`src/rtl/pulpino_gpio_pkg.sv`:
```
// Shared definitions for the PULPino GPIO byte-channel master.
// Bit positions on the core GPIO ports and the transfer FSM states.
package pulpino_gpio_pkg;

  localparam int DATA_LSB = 0;
  localparam int DATA_MSB = 7;
  localparam int RD_TURN  = 8;
  localparam int RD_REQ   = 9;
  localparam int WR_TURN  = 10;
  localparam int WR_START = 11;
  localparam int RD_DONE  = 9;
  localparam int WR_DONE  = 11;

  typedef enum logic [3:0] {
    S_IDLE,
    S_RD_REQ,
    S_RD_TURN,
    S_RD_WAIT,
    S_RD_CAP,
    S_RD_DONE,
    S_WR_START,
    S_WR_TURN,
    S_WR_WAIT,
    S_WR_DONE
  } xfer_state_e;

endpackage

```
`src/rtl/gpio_xfer_master_bit_sync.sv`:
```
// Multi-stage flop chain bringing core GPIO outputs into our clock.
// Width and depth are parameters; reset clears every stage.
module bit_sync #(
  parameter int WIDTH  = 32,
  parameter int STAGES = 2
) (
  input  logic             clk,
  input  logic             rst,
  input  logic [WIDTH-1:0] d_i,
  output logic [WIDTH-1:0] q_o
);

  logic [WIDTH-1:0] chain_q [STAGES];

  // shift the sample one stage deeper each cycle
  always_ff @(posedge clk or posedge rst) begin
    if (rst) begin
      for (int i = 0; i < STAGES; i++) chain_q[i] <= '0;
    end else begin
      chain_q[0] <= d_i;
      for (int i = 1; i < STAGES; i++) chain_q[i] <= chain_q[i-1];
    end
  end

  assign q_o = chain_q[STAGES-1];

endmodule

```
`src/rtl/gpio_xfer_master.sv`:
```
// Host-side word transfer sequencer over the core GPIO toggle handshake.
// One command becomes NBYTES byte handshakes, LSB first, each timeout-guarded.
module gpio_xfer_master
  import pulpino_gpio_pkg::*;
#(
  parameter int NBYTES      = 4,
  parameter int SYNC_STAGES = 2,
  parameter int TIMEOUT     = 1024
) (
  input  logic        clk,
  input  logic        rst,
  input  logic        cmd_valid,
  output logic        cmd_ready,
  input  logic        cmd_write,
  input  logic [31:0] cmd_wdata,
  output logic        rsp_valid,
  output logic [31:0] rsp_rdata,
  output logic        rsp_err,
  output logic        busy,
  output logic [31:0] p_gpio_in,
  input  logic [31:0] p_gpio_out
);

  localparam int TW = $clog2(TIMEOUT);
  localparam logic [TW-1:0] TMO_LAST = TW'(TIMEOUT - 1);
  localparam logic [1:0] CNT_LAST = 2'(NBYTES - 1);

  xfer_state_e state_q, state_d;
  logic [1:0]    cnt_q, cnt_d;
  logic [TW-1:0] tmo_q, tmo_d;
  logic [31:0]   wdata_q, wdata_d;
  logic [31:0]   rbuf_q, rbuf_d;
  logic [31:0]   rdata_q, rdata_d;
  logic [7:0]    wbyte_q, wbyte_d;
  logic rd_turn_q, rd_turn_d;
  logic rd_req_q, rd_req_d;
  logic wr_turn_q, wr_turn_d;
  logic wr_start_q, wr_start_d;
  logic rsp_valid_q, rsp_valid_d;
  logic rsp_err_q, rsp_err_d;
  logic rd_ack_q, wr_ack_q;

  logic [31:0] sync;
  logic rd_edge, wr_edge, tmo_exp;
  logic unused_hi;

  bit_sync #(
    .WIDTH  (32),
    .STAGES (SYNC_STAGES)
  ) u_sync (
    .clk (clk),
    .rst (rst),
    .d_i (p_gpio_out),
    .q_o (sync)
  );

  assign unused_hi = ^sync[31:12];
  assign rd_edge = sync[RD_TURN] ^ rd_ack_q;
  assign wr_edge = sync[WR_TURN] ^ wr_ack_q;
  assign tmo_exp = (tmo_q == TMO_LAST);

  // next state, handshake outputs and timeout bookkeeping
  always_comb begin
    state_d     = state_q;
    cnt_d       = cnt_q;
    tmo_d       = '0;
    wdata_d     = wdata_q;
    rbuf_d      = rbuf_q;
    rdata_d     = rdata_q;
    wbyte_d     = wbyte_q;
    rd_turn_d   = rd_turn_q;
    rd_req_d    = rd_req_q;
    wr_turn_d   = wr_turn_q;
    wr_start_d  = wr_start_q;
    rsp_valid_d = 1'b0;
    rsp_err_d   = rsp_err_q;
    unique case (state_q)
      S_IDLE: begin
        if (cmd_valid) begin
          wdata_d = cmd_wdata;
          cnt_d   = '0;
          rbuf_d  = '0;
          state_d = cmd_write ? S_WR_START : S_RD_REQ;
        end
      end
      S_RD_REQ: begin
        rd_req_d = 1'b1;
        state_d  = S_RD_TURN;
      end
      S_RD_TURN: begin
        rd_turn_d = ~rd_turn_q;
        state_d   = S_RD_WAIT;
      end
      S_RD_WAIT: begin
        if (rd_edge) begin
          state_d = S_RD_CAP;
        end else if (tmo_exp) begin
          rd_req_d    = 1'b0;
          wr_start_d  = 1'b0;
          rsp_valid_d = 1'b1;
          rsp_err_d   = 1'b1;
          rdata_d     = rbuf_q;
          state_d     = S_IDLE;
        end else begin
          tmo_d = tmo_q + 1'b1;
        end
      end
      S_RD_CAP: begin
        rbuf_d[{cnt_q, 3'b000} +: 8] = sync[DATA_MSB:DATA_LSB];
        if (cnt_q == CNT_LAST) begin
          state_d = S_RD_DONE;
        end else begin
          cnt_d   = cnt_q + 2'd1;
          state_d = S_RD_TURN;
        end
      end
      S_RD_DONE: begin
        if (sync[RD_DONE]) begin
          rd_req_d    = 1'b0;
          rsp_valid_d = 1'b1;
          rsp_err_d   = 1'b0;
          rdata_d     = rbuf_q;
          state_d     = S_IDLE;
        end else if (tmo_exp) begin
          rd_req_d    = 1'b0;
          wr_start_d  = 1'b0;
          rsp_valid_d = 1'b1;
          rsp_err_d   = 1'b1;
          rdata_d     = rbuf_q;
          state_d     = S_IDLE;
        end else begin
          tmo_d = tmo_q + 1'b1;
        end
      end
      S_WR_START: begin
        wr_start_d = 1'b1;
        wbyte_d    = wdata_q[7:0];
        state_d    = S_WR_TURN;
      end
      S_WR_TURN: begin
        wr_turn_d = ~wr_turn_q;
        state_d   = S_WR_WAIT;
      end
      S_WR_WAIT: begin
        if (wr_edge) begin
          wr_start_d = 1'b0;
          if (cnt_q == CNT_LAST) begin
            state_d = S_WR_DONE;
          end else begin
            cnt_d   = cnt_q + 2'd1;
            wbyte_d = wdata_q[15:8];
            wdata_d = {8'h00, wdata_q[31:8]};
            state_d = S_WR_TURN;
          end
        end else if (tmo_exp) begin
          rd_req_d    = 1'b0;
          wr_start_d  = 1'b0;
          rsp_valid_d = 1'b1;
          rsp_err_d   = 1'b1;
          state_d     = S_IDLE;
        end else begin
          tmo_d = tmo_q + 1'b1;
        end
      end
      S_WR_DONE: begin
        if (sync[WR_DONE]) begin
          rsp_valid_d = 1'b1;
          rsp_err_d   = 1'b0;
          state_d     = S_IDLE;
        end else if (tmo_exp) begin
          rd_req_d    = 1'b0;
          wr_start_d  = 1'b0;
          rsp_valid_d = 1'b1;
          rsp_err_d   = 1'b1;
          state_d     = S_IDLE;
        end else begin
          tmo_d = tmo_q + 1'b1;
        end
      end
      default: state_d = S_IDLE;
    endcase
  end

  // state, datapath and ack history registers
  always_ff @(posedge clk or posedge rst) begin
    if (rst) begin
      state_q     <= S_IDLE;
      cnt_q       <= '0;
      tmo_q       <= '0;
      wdata_q     <= '0;
      rbuf_q      <= '0;
      rdata_q     <= '0;
      wbyte_q     <= '0;
      rd_turn_q   <= 1'b0;
      rd_req_q    <= 1'b0;
      wr_turn_q   <= 1'b0;
      wr_start_q  <= 1'b0;
      rsp_valid_q <= 1'b0;
      rsp_err_q   <= 1'b0;
      rd_ack_q    <= 1'b0;
      wr_ack_q    <= 1'b0;
    end else begin
      state_q     <= state_d;
      cnt_q       <= cnt_d;
      tmo_q       <= tmo_d;
      wdata_q     <= wdata_d;
      rbuf_q      <= rbuf_d;
      rdata_q     <= rdata_d;
      wbyte_q     <= wbyte_d;
      rd_turn_q   <= rd_turn_d;
      rd_req_q    <= rd_req_d;
      wr_turn_q   <= wr_turn_d;
      wr_start_q  <= wr_start_d;
      rsp_valid_q <= rsp_valid_d;
      rsp_err_q   <= rsp_err_d;
      rd_ack_q    <= sync[RD_TURN];
      wr_ack_q    <= sync[WR_TURN];
    end
  end

  assign cmd_ready = (state_q == S_IDLE) && !rst;
  assign busy      = (state_q != S_IDLE);
  assign rsp_valid = rsp_valid_q;
  assign rsp_err   = rsp_err_q;
  assign rsp_rdata = rdata_q;
  assign p_gpio_in = {20'h0, wr_start_q, wr_turn_q,
                      rd_req_q, rd_turn_q, wbyte_q};

endmodule

```
`config.mk`:
```
export PLATFORM = sky130hd
export DESIGN_NAME = gpio_xfer_master
export DESIGN_NICKNAME = d
export VERILOG_FILES = /design/src/rtl/pulpino_gpio_pkg.sv /design/src/rtl/gpio_xfer_master_bit_sync.sv /design/src/rtl/gpio_xfer_master.sv
export SDC_FILE = /design/constraint.sdc
export NUM_CORES = 1
export LEC_CHECK = 0
export BUFFER_PORTS_ARGS = -buffer_cell sky130_fd_sc_hd__buf_2
export CORE_MARGIN = 2
export CORE_UTILIZATION = 30
export CTS_BUF_LIST = sky130_fd_sc_hd__clkbuf_2
export CTS_CLUSTER_DIAMETER = 60
export CTS_CLUSTER_SIZE = 28
export DETAILED_ROUTE_END_ITERATION = 10
export HOLD_SLACK_MARGIN = 0.06
export PLACE_DENSITY_LB_ADDON = 0.08
export SETUP_SLACK_MARGIN = 0.4
export SLEW_MARGIN = 0
export SYNTH_ARGS = -nofsm -noshare
export SYNTH_HDL_FRONTEND = slang
export SYNTH_SLANG_ARGS = --single-unit
```
`constraint.sdc`:
```
create_clock -name clk -period 6.8 [get_ports clk]
set_input_delay 1.36 -clock clk [delete_from_list [all_inputs] [get_ports clk]]
set_output_delay 1.36 -clock clk [all_outputs]
set_load 0.05 [all_outputs]
```
Word-level counts from Yosys, hierarchy flattened
Index checks and enable logic that the tools add are counted.

storage, ports and cells
  register bits after elaboration = 152
  bits of input ports = 68
  output and inout port bits = 68

operators by class
  $add $sub $neg = 3
  equality and inequality tests = 18
  shift-type cells = 2
  multiplexer cells = 58
  bitwise gates (word level) = 4
  reductions and logical operators = 20

operators with widths
  cell                                                  count
  two-way mux 32 bit                                    7
  one-hot mux 32 bit (2 select lines)                   3
  two-way mux 10 bit                                    5
  one-hot mux 10 bit (4 select lines)                   1
  one-hot mux 4 bit (10 select lines)                   1
  bitwise mux 32 bit                                    1
  variable shift 8 x 7 -> 32 bit, first input constant  1
  indexed part select 8 x 7 -> 32 bit                   1
  two-way mux 4 bit                                     7
  two-way mux 1 bit                                     20
  equality test 4 x 3 -> 1 bit, second input constant   4
  two-way mux 8 bit                                     2
  one-hot mux 8 bit (2 select lines)                    1
  inequality test 2 bit, second input constant          7
  AND reduction 4 bit                                   3
  adder 10 x 1 -> 10 bit, second input constant         1
  equality test 10 bit, second input constant           1
  one-hot mux 1 bit (5 select lines)                    2
  nonzero test 5 bit                                    2
  AND reduction 3 bit                                   3
  equality test 4 x 2 -> 1 bit, second input constant   2
  equality test 4 bit, second input constant            2
  one-hot mux 1 bit (4 select lines)                    2
  nonzero test 2 bit                                    4
  other kinds (15)                                      22

Depth between registers and ports, before layout
  depth after elaboration = 4
  gate-level depth with buffers = 8
  mapped depth without buffers = 5

By module
A second synthesis with hierarchy kept.

second synthesis, totals
  cells, all modules = 627
  area total of the unflattened synthesis = 7902.6 um^2

modules (own cells, without submodules)
  module            instances  cells each  area each (um^2)  seq. area each (um^2)
  gpio_xfer_master  1          530         6057.1            3203.1
  bit_sync          1          97          1845.5            1601.5

Worst setup path before layout
Ideal clock, no wire load.

  path type = register -> output
  from = register state_q[1]
  to = output port cmd_ready
  arrival time = 2.262 ns
  required time = 5.440 ns
  setup slack = 3.178 ns
  cell stages (with the launch flop) = 5
  path buffers = 1
  cell sequence = dfrtp_1 buf_2 nor4_1 inv_1 nor2_1

between the ends
  word-level cells in the longest chain between the ends = 2

RTL lines
  what                      RTL line                 source
  start: declaration        gpio_xfer_master.sv:28   xfer_state_e state_q, state_d;
  start signal: assignment  gpio_xfer_master.sv:203  state_q <= state_d;
  zero test 4 bit           gpio_xfer_master.sv:221  assign cmd_ready = (state_q == S_IDLE) && !rst;
  logical AND 1 bit         gpio_xfer_master.sv:221
  end: declaration          gpio_xfer_master.sv:13   output logic cmd_ready,

Every way passes these cells.

Final worst setup path
  from = register state_q[2]
  to = output port cmd_ready

Same word-level chain as after synthesis.

==> impl_metrics.xml <==
<?xml version="1.0" encoding="UTF-8"?>
<metrics>
  <group name="sta">
    <metric name="setup_tns" unit="ps">0</metric>
    <metric name="timing.fmax" unit="MHz">236</metric>
    <metric name="timing_max_transition_violations_final" unit="">0</metric>
    <metric name="final.setup.worst_slack" unit="ps">2560</metric>
    <metric name="timing_worst_slew_pin_value" unit="ps">1010</metric>
    <metric name="post-route-min-period" unit="ps">4240</metric>
    <metric name="maxSlewHeadroom" unit="">0.321</metric>
    <metric name="unrepaired_setup_endpoints_after_global_routing" unit="">false</metric>
    <metric name="fin_crit_sh" unit="">0.624</metric>
    <metric name="clock_skew" unit="ps">36.6</metric>
    <metric name="setup_viol_count_final" unit="">0</metric>
    <metric name="finalHoldViolations" unit="">0</metric>
  </group>
  <group name="floorplanning">
    <metric name="dieArea" unit="sq mm">0.0235</metric>
    <metric name="die_height" unit="um">153</metric>
    <metric name="coreArea" unit="sq mm">0.0218</metric>
    <metric name="fp-row-count" unit="">54</metric>
    <metric name="i_o_pin_count" unit="">136</metric>
    <metric name="initial_core_util" unit="">0.306</metric>
    <metric name="die_w" unit="um">153</metric>
  </group>
  <group name="critical_path">
    <metric name="timing.critical_path.max_delay_family" unit="">simple AND/OR/NAND/NOR gates</metric>
    <metric name="cp.buffers_inverters" unit="">2</metric>
    <metric name="crit_path_max_incr_delay" unit="ps">780</metric>
    <metric name="worst_path_max_delay_cell" unit="">sky130_fd_sc_hd__dfrtp_1</metric>
    <metric name="cp-end-kind" unit="">output port</metric>
    <metric name="crit_chain" unit="">nor4_1 &gt; inv_1 &gt; nor2_1 &gt; buf_2</metric>
    <metric name="timing.critical_path.required" unit="ps">5440</metric>
    <metric name="path_class" unit="">reg2out</metric>
    <metric name="setup.worst_path.start_class" unit="">flip-flop</metric>
    <metric name="critical_path_peak_fanout" unit="">30</metric>
    <metric name="worst_ep_arrival_time" unit="ps">2880</metric>
  </group>
  <group name="logic_synthesis">
    <metric name="yosys_most_used_dff" unit="">sky130_fd_sc_hd__dfrtp_1</metric>
    <metric name="synth.cell_area" unit="sq mm">0.00669</metric>
    <metric name="asyncSetResetFlopFracSynth" unit="">1.00</metric>
    <metric name="synth_warnings" unit="">0</metric>
    <metric name="synth_enable_flop_cells" unit="">0</metric>
    <metric name="ys_ff_latch" unit="">152</metric>
    <metric name="synth.yosys.seq_area_share" unit="">0.569</metric>
    <metric name="yosys.cell_types.count" unit="">59</metric>
    <metric name="synth_area_leaders" unit="">sky130_fd_sc_hd__dfrtp_1 (57%), sky130_fd_sc_hd__mux2_2 (6.6%), sky130_fd_sc_hd__a22o_1 (4.3%)</metric>
    <metric name="synth_top_area_frac" unit="">0.569</metric>
    <metric name="synth.largest_area_cell" unit="">sky130_fd_sc_hd__dfrtp_1</metric>
    <metric name="netlist_instances" unit="">560</metric>
    <metric name="syn-mean-instance-area" unit="sq um">11.9</metric>
  </group>
  <group name="clocking">
    <metric name="post-cts-setup-buffer-count" unit="">0</metric>
    <metric name="numClockSinks" unit="">152</metric>
    <metric name="clock_tree.buffer_depth" unit="">2</metric>
    <metric name="cts_tree" unit="">yes</metric>
    <metric name="cts_hold_buffers" unit="">0</metric>
    <metric name="clkTransAtPathRegs" unit="ps">240</metric>
    <metric name="numCtsBuffers" unit="">17</metric>
    <metric name="htree_levels" unit="">4</metric>
    <metric name="clock-root-buffer" unit="">sky130_fd_sc_hd__clkbuf_2</metric>
    <metric name="ctsResizeCount" unit="">0</metric>
    <metric name="worst_skew_pair.late_latency" unit="ps">680</metric>
  </group>
  <group name="global_routing">
    <metric name="grt.met3_usage" unit="">0.0400</metric>
    <metric name="grtUsageMet1" unit="">0.175</metric>
    <metric name="number_of_antenna_violations_at_the_first_check_in_global_routing" unit="">1</metric>
    <metric name="grt_use_met2" unit="">0.217</metric>
    <metric name="first_global_vias" unit="">4641</metric>
    <metric name="grt.total_usage" unit="">0.134</metric>
    <metric name="busiest_layer" unit="">met2</metric>
    <metric name="grt_max_degree" unit="">89</metric>
    <metric name="leftover_overflow_at_the_end_of_global_routing" unit="">0</metric>
    <metric name="grt_first_pass_wirelength" unit="mm">25.2</metric>
  </group>
  <group name="placed_design">
    <metric name="port_buffers" unit="">95</metric>
    <metric name="placement.cell_area" unit="sq mm">0.00726</metric>
    <metric name="place_hpwl" unit="mm">10.1</metric>
    <metric name="dp_slack" unit="ps">3340</metric>
    <metric name="gpl.final_weighted_congestion" unit="">0.740</metric>
  </group>
  <group name="layout">
    <metric name="drive_above_1_share" unit="">0.309</metric>
    <metric name="layout.cell_area.non_filler" unit="sq mm">0.00747</metric>
    <metric name="leading_cell_type_in_the_layout_fill_and_taps_excluded" unit="">sky130_fd_sc_hd__dfrtp_1</metric>
    <metric name="layout_common_cells" unit="">sky130_fd_sc_hd__dfrtp_1 (152), sky130_fd_sc_hd__buf_2 (95), sky130_fd_sc_hd__nand2_1 (76)</metric>
    <metric name="design.final.nets" unit="">711</metric>
    <metric name="layout-area-overhead-vs-synth" unit="%">11.7</metric>
  </group>
  <group name="route">
    <metric name="remaining_drc_errors" unit="">0</metric>
    <metric name="wl" unit="mm">15.3</metric>
    <metric name="initialDrtViolationCount" unit="">217</metric>
    <metric name="dr.pass1.iters" unit="">4</metric>
    <metric name="drt.antenna.violating_nets" unit="">0</metric>
    <metric name="routed-via-count" unit="">4503</metric>
    <metric name="viasPerCell" unit="">4.83</metric>
    <metric name="route.detailed.wl_per_inst" unit="um">16.4</metric>
  </group>
  <group name="power_and_ir_drop">
    <metric name="worst_supply_voltage_drop_on_vdd" unit="V">0.000167</metric>
    <metric name="pwr_density_cell" unit="mW/mm^2">336</metric>
    <metric name="power.leakage" unit="nW">3.53</metric>
  </group>
  <group name="flow_run">
    <metric name="max-cap-violations" unit="">0</metric>
  </group>
  <group name="status">
    <metric name="run_status" unit="">finished clean</metric>
  </group>
  <group name="min_path">
    <metric name="min-delay-path-class" unit="">reg2reg</metric>
  </group>
</metrics>
==> logic make-up (layout without fill, tap and decap cells) <==
family,Yosys count,after routing,share of synthesized area
and+or+nand+nor,153,153,0.116
adders and majority gates,5,5,0.00936
AOI/OAI and AO/OA,125,125,0.157
DFF,152,152,0.569
buffers and inverters,69,141,0.0608
other,1,22,0.000561
muxes,41,41,0.0689
xor gates and xnor gates,14,14,0.0183
==> per-layer routing <==
layer  routed length (um)  vias up
li1                     -     2137
met1                 7020     2240
met2                 7250      118
met3                  879        8
met4                  166        0
met5                    0        -
==> Yosys cell counts, types with 4 or more instances <==
cell,count
sky130_fd_sc_hd__and4_1,4
sky130_fd_sc_hd__buf_4,26
sky130_fd_sc_hd__a22o_1,33
sky130_fd_sc_hd__nor2_1,13
sky130_fd_sc_hd__buf_2,13
sky130_fd_sc_hd__inv_1,8
sky130_fd_sc_hd__nand2_1,77
sky130_fd_sc_hd__mux2_2,39
sky130_fd_sc_hd__nor2b_1,6
sky130_fd_sc_hd__nor3_1,11
sky130_fd_sc_hd__o21ai_0,7
sky130_fd_sc_hd__a31oi_1,4
sky130_fd_sc_hd__o21ai_1,4
sky130_fd_sc_hd__a21bo_2,8
sky130_fd_sc_hd__a41oi_1,19
sky130_fd_sc_hd__clkbuf_1,17
sky130_fd_sc_hd__xor2_1,8
sky130_fd_sc_hd__a21oi_1,19
sky130_fd_sc_hd__ha_1,5
sky130_fd_sc_hd__xnor2_1,6
sky130_fd_sc_hd__nand3_1,14
sky130_fd_sc_hd__a41oi_2,6
sky130_fd_sc_hd__a21oi_2,6
sky130_fd_sc_hd__dfrtp_1,152
sky130_fd_sc_hd__and2_1,5
sky130_fd_sc_hd__nor3b_1,7
==> layout make-up <==
cell class	instances	area [sq um]
inverters	8	35.0
well taps	280	350
clock buffers	17	85.1
multi-input cells	358	2550
repair buffers	101	520
diodes	2	5.00
clock inverters	15	118
flip-flops and latches	152	3800
fillers	2206	14400
==> worst register-to-register path: cells and delay by family (launching register included) <==
kind / cells / cell delay, ps
simple gates: 2 / 990
flops: 1 / 780
buf+inv: 1 / 350
compound gates: 1 / 520
mux: 1 / 390
==> state kept, by name, summed over array words and instances, names as in the netlist, 2 cells and up <==
| register | cells |
|---|---|
| u_sync.chain_q | 12 |
| cnt_q | 2 |
| tmo_q | 10 |
| wbyte_q | 8 |
| u_sync.q_o | 12 |
| rsp_rdata | 32 |
| wdata_q | 32 |
| rbuf_q | 32 |
| state_q | 4 |
==> where the power goes <==
part	leakage [nW]	switching, W	internal [W]
clock	0.121	0.000353	0.000102
combinational	1.47	0.000510	0.000304
sequential	1.94	0.000159	0.00108
total	3.53	0.00102	0.00148
==> stage by stage <==
stage	hold slack, ps	util	total power [W]	instances
3_5_place_dp	336	0.333	0.00208	899
2_1_floorplan	331	-	0.00191	579
6_report	382	0.342	0.00251	933
4_1_cts	385	0.342	0.00255	931
5_1_grt	400	0.342	0.00269	933
3_3_place_gp	335	0.333	0.00206	899
==> path summary, 6_finish.rpt <==
kind,from,to,slack [ps],cells after the start
worst min register to register,u_sync.chain_q[38],u_sync.q_o[6],380,0
worst max register to register,state_q[2],wbyte_q[6],3670,5
max in group asynchronous,rst,rbuf_q[15],4640,3
worst min-delay path,u_sync.chain_q[38],u_sync.q_o[6],380,0
min in group asynchronous,rst,wdata_q[21],810,2
worst max-delay path,state_q[2],cmd_ready,2560,4
No activity file was read; power rests on OpenSTA's default activity.
